==> config.mk <==
export PLATFORM = sky130hd
export DESIGN_NAME = pdpw_write_packer
export DESIGN_NICKNAME = d
export VERILOG_FILES = /design/src/rtl/pdpw_pkg.sv /design/src/rtl/pdpw_lane_assembler.sv /design/src/rtl/pdpw_write_packer.sv
export SDC_FILE = /design/constraint.sdc
export NUM_CORES = 1
export LEC_CHECK = 0
export BUFFER_PORTS_ARGS = -buffer_cell sky130_fd_sc_hd__buf_2
export CAP_MARGIN = 40
export CORE_MARGIN = 3
export CORE_UTILIZATION = 45
export DETAILED_ROUTE_END_ITERATION = 7
export HOLD_SLACK_MARGIN = 0.03
export PLACE_DENSITY = 0.73
export REMOVE_ABC_BUFFERS = 1
export SLEW_MARGIN = 0
export SYNTH_ARGS = -nofsm -noshare
export SYNTH_HDL_FRONTEND = slang
export SYNTH_SLANG_ARGS = --single-unit
==> constraint.sdc <==
create_clock -name CLK -period 3.4 [get_ports CLK]
set_clock_uncertainty 0.2 [all_clocks]
set_input_delay 0.68 -clock CLK [delete_from_list [all_inputs] [get_ports CLK]]
set_output_delay 0.68 -clock CLK [all_outputs]
set_load 0.1 [all_outputs]
==> src/rtl/pdpw_pkg.sv <==
// ============================================================================
// pdpw_pkg : shared lane geometry and helpers for the PDPW packer/unpacker
// Rev 1.0
// ============================================================================
`default_nettype none

package pdpw_pkg;
    localparam int LANES  = 4;
    localparam int LANE_W = 9;
    localparam int BYTE_W = 8;
    localparam int WORD_W = LANES * LANE_W;
    localparam int ADDR_W = 9;

    typedef logic [LANES-1:0] lane_mask_t;

    function automatic logic lane_parity(input logic [BYTE_W-1:0] data);
        return ^data;
    endfunction
endpackage

`default_nettype wire

==> src/rtl/pdpw_lane_assembler.sv <==
// ============================================================================
// pdpw_lane_assembler : collects bytes into four 9-bit lanes, flags commits
// Optional: PDPW_PACK_PARITY_EN puts even parity in lane bit 8
// Rev 1.0
// ============================================================================
`default_nettype none

module pdpw_lane_assembler
    import pdpw_pkg::*;
(
    input  logic                 clk,
    input  logic                 rst,
    input  logic [BYTE_W-1:0]    data,
    input  logic                 accept,
    input  logic                 flush,
    output logic                 commit,
    output logic [WORD_W-1:0]    word,
    output lane_mask_t           mask
);
    logic [1:0]                       r_li;
    lane_mask_t                       r_mask;
    logic [LANES-1:0][BYTE_W-1:0]     r_lane;

    lane_mask_t                       w_mask_next;
    logic [LANES-1:0][BYTE_W-1:0]     w_lane_next;
    logic [LANES-1:0]                 w_par;

    // The byte accepted this cycle is already part of the outgoing word.
    always_comb begin
        w_mask_next = r_mask;
        w_lane_next = r_lane;
        if (accept) begin
            w_mask_next[r_li] = 1'b1;
            w_lane_next[r_li] = data;
        end
    end

    assign commit = (accept && (r_li == 2'(LANES - 1))) ||
                    (flush && (w_mask_next != '0));
    assign mask   = w_mask_next;

    for (genvar g = 0; g < LANES; g++) begin : g_lane
`ifdef PDPW_PACK_PARITY_EN
        assign w_par[g] = lane_parity(w_lane_next[g]);
`else
        assign w_par[g] = 1'b0;
`endif
        assign word[g*LANE_W +: LANE_W] = w_mask_next[g] ? {w_par[g], w_lane_next[g]}
                                                         : '0;
    end

    always_ff @(posedge clk) begin
        if (rst) begin
            r_li   <= '0;
            r_mask <= '0;
            r_lane <= '0;
        end else if (commit) begin
            r_li   <= '0;
            r_mask <= '0;
            r_lane <= w_lane_next;
        end else if (accept) begin
            r_li   <= r_li + 2'd1;
            r_mask <= w_mask_next;
            r_lane <= w_lane_next;
        end
    end
endmodule

`default_nettype wire

==> src/rtl/pdpw_write_packer.sv <==
// ============================================================================
// pdpw_write_packer : byte-stream write front-end for the 36-bit PDPW EBR port
// Optional: PDPW_PACK_PARITY_EN enables per-lane even parity in bit 8
// Rev 1.0
// ============================================================================
`default_nettype none

module pdpw_write_packer
    import pdpw_pkg::*;
#(
    parameter int DEPTH     = 512,
    parameter int BASE_ADDR = 0
)(
    input  logic                 CLK,
    input  logic                 RST,
    input  logic [BYTE_W-1:0]    DIN,
    input  logic                 DIN_VLD,
    output logic                 DIN_RDY,
    input  logic                 FLUSH,
    input  logic                 FREE,
    output logic [WORD_W-1:0]    DI,
    output logic [ADDR_W-1:0]    ADW,
    output logic [LANES-1:0]     BE,
    output logic                 CEW,
    output logic [9:0]           OCC,
    output logic                 UNDERFLOW
);
    localparam logic [9:0]        c_DEPTH = 10'(DEPTH);
    localparam logic [ADDR_W-1:0] c_BASE  = ADDR_W'(BASE_ADDR);
    localparam logic [ADDR_W-1:0] c_LAST  = ADDR_W'(BASE_ADDR + DEPTH - 1);

    logic                 r_rdy;
    logic                 r_flush_pend;
    logic [9:0]           r_occ;
    logic [ADDR_W-1:0]    r_wptr;
    logic                 r_underflow;
    logic [WORD_W-1:0]    r_di;
    logic [ADDR_W-1:0]    r_adw;
    lane_mask_t           r_be;
    logic                 r_cew;

    logic                 w_accept;
    logic                 w_free_eff;
    logic                 w_room;
    logic                 w_flush_srv;
    logic                 w_commit;
    logic [WORD_W-1:0]    w_word;
    lane_mask_t           w_mask;
    logic [9:0]           w_occ_next;

    assign w_accept    = DIN_VLD & r_rdy;
    assign w_free_eff  = FREE & (r_occ != '0);
    // A free in the same cycle opens a slot for a pending flush.
    assign w_room      = (r_occ != c_DEPTH) | FREE;
    assign w_flush_srv = (r_flush_pend | FLUSH) & w_room;

    pdpw_lane_assembler u_asm (
        .clk    (CLK),
        .rst    (RST),
        .data   (DIN),
        .accept (w_accept),
        .flush  (w_flush_srv),
        .commit (w_commit),
        .word   (w_word),
        .mask   (w_mask)
    );

    always_comb begin
        w_occ_next = r_occ;
        if (w_commit && !w_free_eff) begin
            w_occ_next = r_occ + 10'd1;
        end else if (!w_commit && w_free_eff) begin
            w_occ_next = r_occ - 10'd1;
        end
    end

    always_ff @(posedge CLK) begin
        if (RST) begin
            r_rdy        <= 1'b0;
            r_flush_pend <= 1'b0;
            r_occ        <= '0;
            r_wptr       <= c_BASE;
            r_underflow  <= 1'b0;
            r_di         <= '0;
            r_adw        <= c_BASE;
            r_be         <= '0;
            r_cew        <= 1'b0;
        end else begin
            r_rdy        <= (w_occ_next != c_DEPTH);
            r_occ        <= w_occ_next;
            r_cew        <= w_commit;
            r_flush_pend <= w_flush_srv ? 1'b0 : (r_flush_pend | FLUSH);
            if (FREE && (r_occ == '0)) begin
                r_underflow <= 1'b1;
            end
            if (w_commit) begin
                r_di   <= w_word;
                r_be   <= w_mask;
                r_adw  <= r_wptr;
                r_wptr <= (r_wptr == c_LAST) ? c_BASE : r_wptr + 1'b1;
            end
        end
    end

    assign DIN_RDY   = r_rdy;
    assign DI        = r_di;
    assign ADW       = r_adw;
    assign BE        = r_be;
    assign CEW       = r_cew;
    assign OCC       = r_occ;
    assign UNDERFLOW = r_underflow;
endmodule

`default_nettype wire

==> flow_metrics.py <==
metrics = {
    "status": {
        "status": "completed",
    },
    "finish": {
        "fill_cells": 831,
        "drive_gt1_share_pct": 18.7,
        "syn_to_final_growth_pct": 14.2,
        "fin_util_pct": 53.9,
        "antennaDiodeCount": 0,
        "instances_no_fill": 631,
        "fin_nets": 540,
    },
    "hold_path": {
        "min_path_type": "register to register",
        "hold_depth": 2,
    },
    "floorplan": {
        "io_pins": 75,
        "die-width_um": 102,
        "initial_core_util_pct": 47.2,
        "die_area_mm2": 0.0105,
        "die_y_um": 102,
        "rows": 34,
        "coreArea_mm2": 0.00885,
    },
    "clock_network": {
        "cts.repair.resized": 0,
        "post_cts_buffers": 0,
        "hold_buffers": 0,
        "clkSlewWorstSetupHoldPaths_ps": 120,
        "clock-root-buffer": "clkbuf_8",
        "h-tree-depth": 3,
        "clock_latency_ps": 390,
        "cts_buffer_depth": 2,
        "numCtsBuffers": 9,
        "cts_tree": "yes",
        "clock_sink_count": 106,
    },
    "yosys": {
        "synth-compound-area-share_pct": 8.51,
        "synthSimpleGateAreaFrac_pct": 21.2,
        "synth-seq-cells": 106,
        "synth_fa_ha_area_share_pct": 2.70,
        "synth-edff-count": 0,
        "synth_flop_cell": "dfxtp_1",
        "async_flop_share_pct": 0,
        "synth_top_cell_by_area": "dfxtp_1",
        "synth_top_area_share_pct": 50.8,
        "synthXorXnorAreaFrac_pct": 3.15,
        "synth_top_family_by_area": "simple AND/OR/NAND/NOR gates",
        "synth_area_leaders": "dfxtp_1 (51%), mux2i_1 (9.4%), nand2_1 (6.6%)",
        "postSynthAreaPerCell_um2": 9.07,
        "synth.distinct_cells": 44,
        "syn_inst": 460,
        "synth_area_mm2": 0.00417,
        "ys_seq_area_share_pct": 50.8,
        "yosysWarnings": 0,
        "synthMuxAreaShare_pct": 9.35,
    },
    "routing": {
        "dr.pass1.iters": 4,
        "ant_nets": 0,
        "drt_iter0_drc": 160,
        "vias": 3345,
        "finalWirelength_um": 9280,
        "via_per_inst": 5.30,
        "routedWlPerCell_um": 14.7,
        "route.detailed.drc": 0,
    },
    "setup_path": {
        "crit_type": "register to register",
        "cpPeakStageDelay_ps": 580,
        "cp_num_buf_inv": 1,
        "critPathSlowestCell": "dfxtp_1",
        "crit_family": "simple AND/OR/NAND/NOR gates",
        "crit_required_ps": 3420,
        "path_depth": 9,
        "cp-start-kind": "register",
        "crit_arrival_ps": 3190,
        "path_cells": "inv_1 -> ha_1 -> nor4b_2 -> nand4_1 -> nand3_1 -> mux2i_1 -> xor2_1 -> a311oi_1 -> a41oi_1",
        "r2r_cells": 9,
        "cp-end-kind": "register",
        "crit_fanout": 15,
    },
    "placement": {
        "dp.cells": 615,
        "gp_congestion": 0.861,
        "portBuffers": 70,
        "dp_hpwl_um": 6500,
    },
    "sta": {
        "hold_viol_final": 0,
        "slew_violations": 0,
        "rsz0062_at_grt": "no",
        "slew-limit-headroom_pct": 47.7,
        "whs_ps": 251,
        "fin_crit_ps": 3170,
        "fmax_mhz": 316,
        "setup_violations": 0,
        "final.setup.tns_ps": 0,
        "finalCritPeriodShare_pct": 93.2,
        "tightest_slew_ps": 784,
    },
    "power": {
        "p_leak_nw": 2.16,
        "vdd_drop_max_v": 0.000871,
        "power_density_mw_per_mm2": 747,
        "p_total_mw": 3.56,
    },
    "global_routing": {
        "grt-ovfl-total": 0,
        "antenna_found_initial": 1,
        "first_global_vias": 3243,
        "grt_max_degree": 60,
        "grt_pass1_wl_um": 15200,
        "grt_usage_pct": 18.4,
    },
    "flow_run": {
        "cap_viol_max_count": 0,
    },
}
[through the flow]
step | cell area, µm² | setup slack (ps)
2_1_floorplan | 4030 | -264
3_3_place_gp | 4560 | 336
3_5_place_dp | 4560 | 357
4_1_cts | 4770 | 312
5_1_grt | 4770 | 75.4
6_report | 4770 | 231
[routing by layer]
layer	wire length [µm]	up-vias	track usage [%]	part of all wire [%]
li1	-	1657	-	-
met1	4140	1581	22.1	45
met2	4420	94	31.5	48
met3	605	13	5.67	6.5
met4	108	0	5.45	1.2
met5	0	-	0	0
[state kept, by name, indices dropped and copies added, names as in the netlist]
signal        flops
u_asm.r_lane     32
CEW               1
r_flush_pend      1
u_asm.r_mask      4
r_wptr            9
DI               32
u_asm.r_li        2
UNDERFLOW         1
BE                4
OCC              10
ADW               9
DIN_RDY           1
[synth_stat cells (2+ instances only)]
cell / instances
ha_1: 9
nor2b_1: 10
nand4_1: 9
nand4b_1: 2
o21ai_0: 8
o21ai_1: 27
nand3_1: 14
nor2_1: 59
clkbuf_1: 14
xnor2_1: 6
a311oi_1: 2
xor2_1: 9
buf_2: 11
a21oi_1: 15
dfxtp_1: 106
a31oi_1: 3
and3_1: 5
inv_1: 6
or3_1: 3
nor4b_1: 2
buf_4: 4
nand2_1: 73
nor3_1: 4
mux2i_1: 39
[cells in the final DEF (no fill, tap or decap), drive strengths merged, types with 9 or more instances in the layout]
| master | instances |
|---|---|
| o21ai | 35 |
| xor2 | 9 |
| nand2 | 74 |
| ha | 9 |
| a21oi | 15 |
| nand3 | 14 |
| nand4 | 9 |
| inv | 11 |
| dfxtp | 106 |
| mux2i | 39 |
| buf | 75 |
| clkbuf | 9 |
| nor2 | 59 |
| nor2b | 10 |
[layout make-up]
cell class / count / area, µm² / share of cell area (%)
Sequential cell: 106 / 2120 / 44.5
Multi-Input combinational cell: 320 / 1890 / 39.6
Timing Repair Buffer: 75 / 388 / 8.13
Tap cell: 108 / 135 / 2.83
Clock buffer: 9 / 124 / 2.60
Clock inverter: 7 / 86.3 / 1.81
Inverter: 6 / 22.5 / 0.472
[power by group]
group / switching [mW] / internal [mW]
combinational: 0.925 / 0.362
sequential: 0.152 / 1.32
clock: 0.498 / 0.302
total: 1.57 / 1.99
[worst reg2reg max path: stages (launching register included)]
cell and delay, ps:
dfxtp_1 580, inv_1 160, ha_1 250, nor4b_2 170, nand4_1 130, nand3_1 490
mux2i_1 360, xor2_1 130, a311oi_1 360, a41oi_1 180
[path summary, 6_finish.rpt]
path | to | slack, ps | from
setup / recovery | DIN_RDY | 230 | OCC[0]
hold / removal | DI[10] | 250 | DI[10]
setup reg to reg | DIN_RDY | 230 | OCC[0]
hold reg to reg | DI[10] | 250 | DI[10]
[cell families (layout without fill, tap and decap cells)]
family                     after synthesis  after routing
and+or+nand+nor                        191            191
DFF                                    106            106
AOI/OAI and AO/OA                       62             62
muxes                                   39             39
buffers and inverters                   37             97
xor gates and xnor gates                15             15
adders and majority gates                9              9
other                                    1              4
Power figures use the tool's default switching activity.
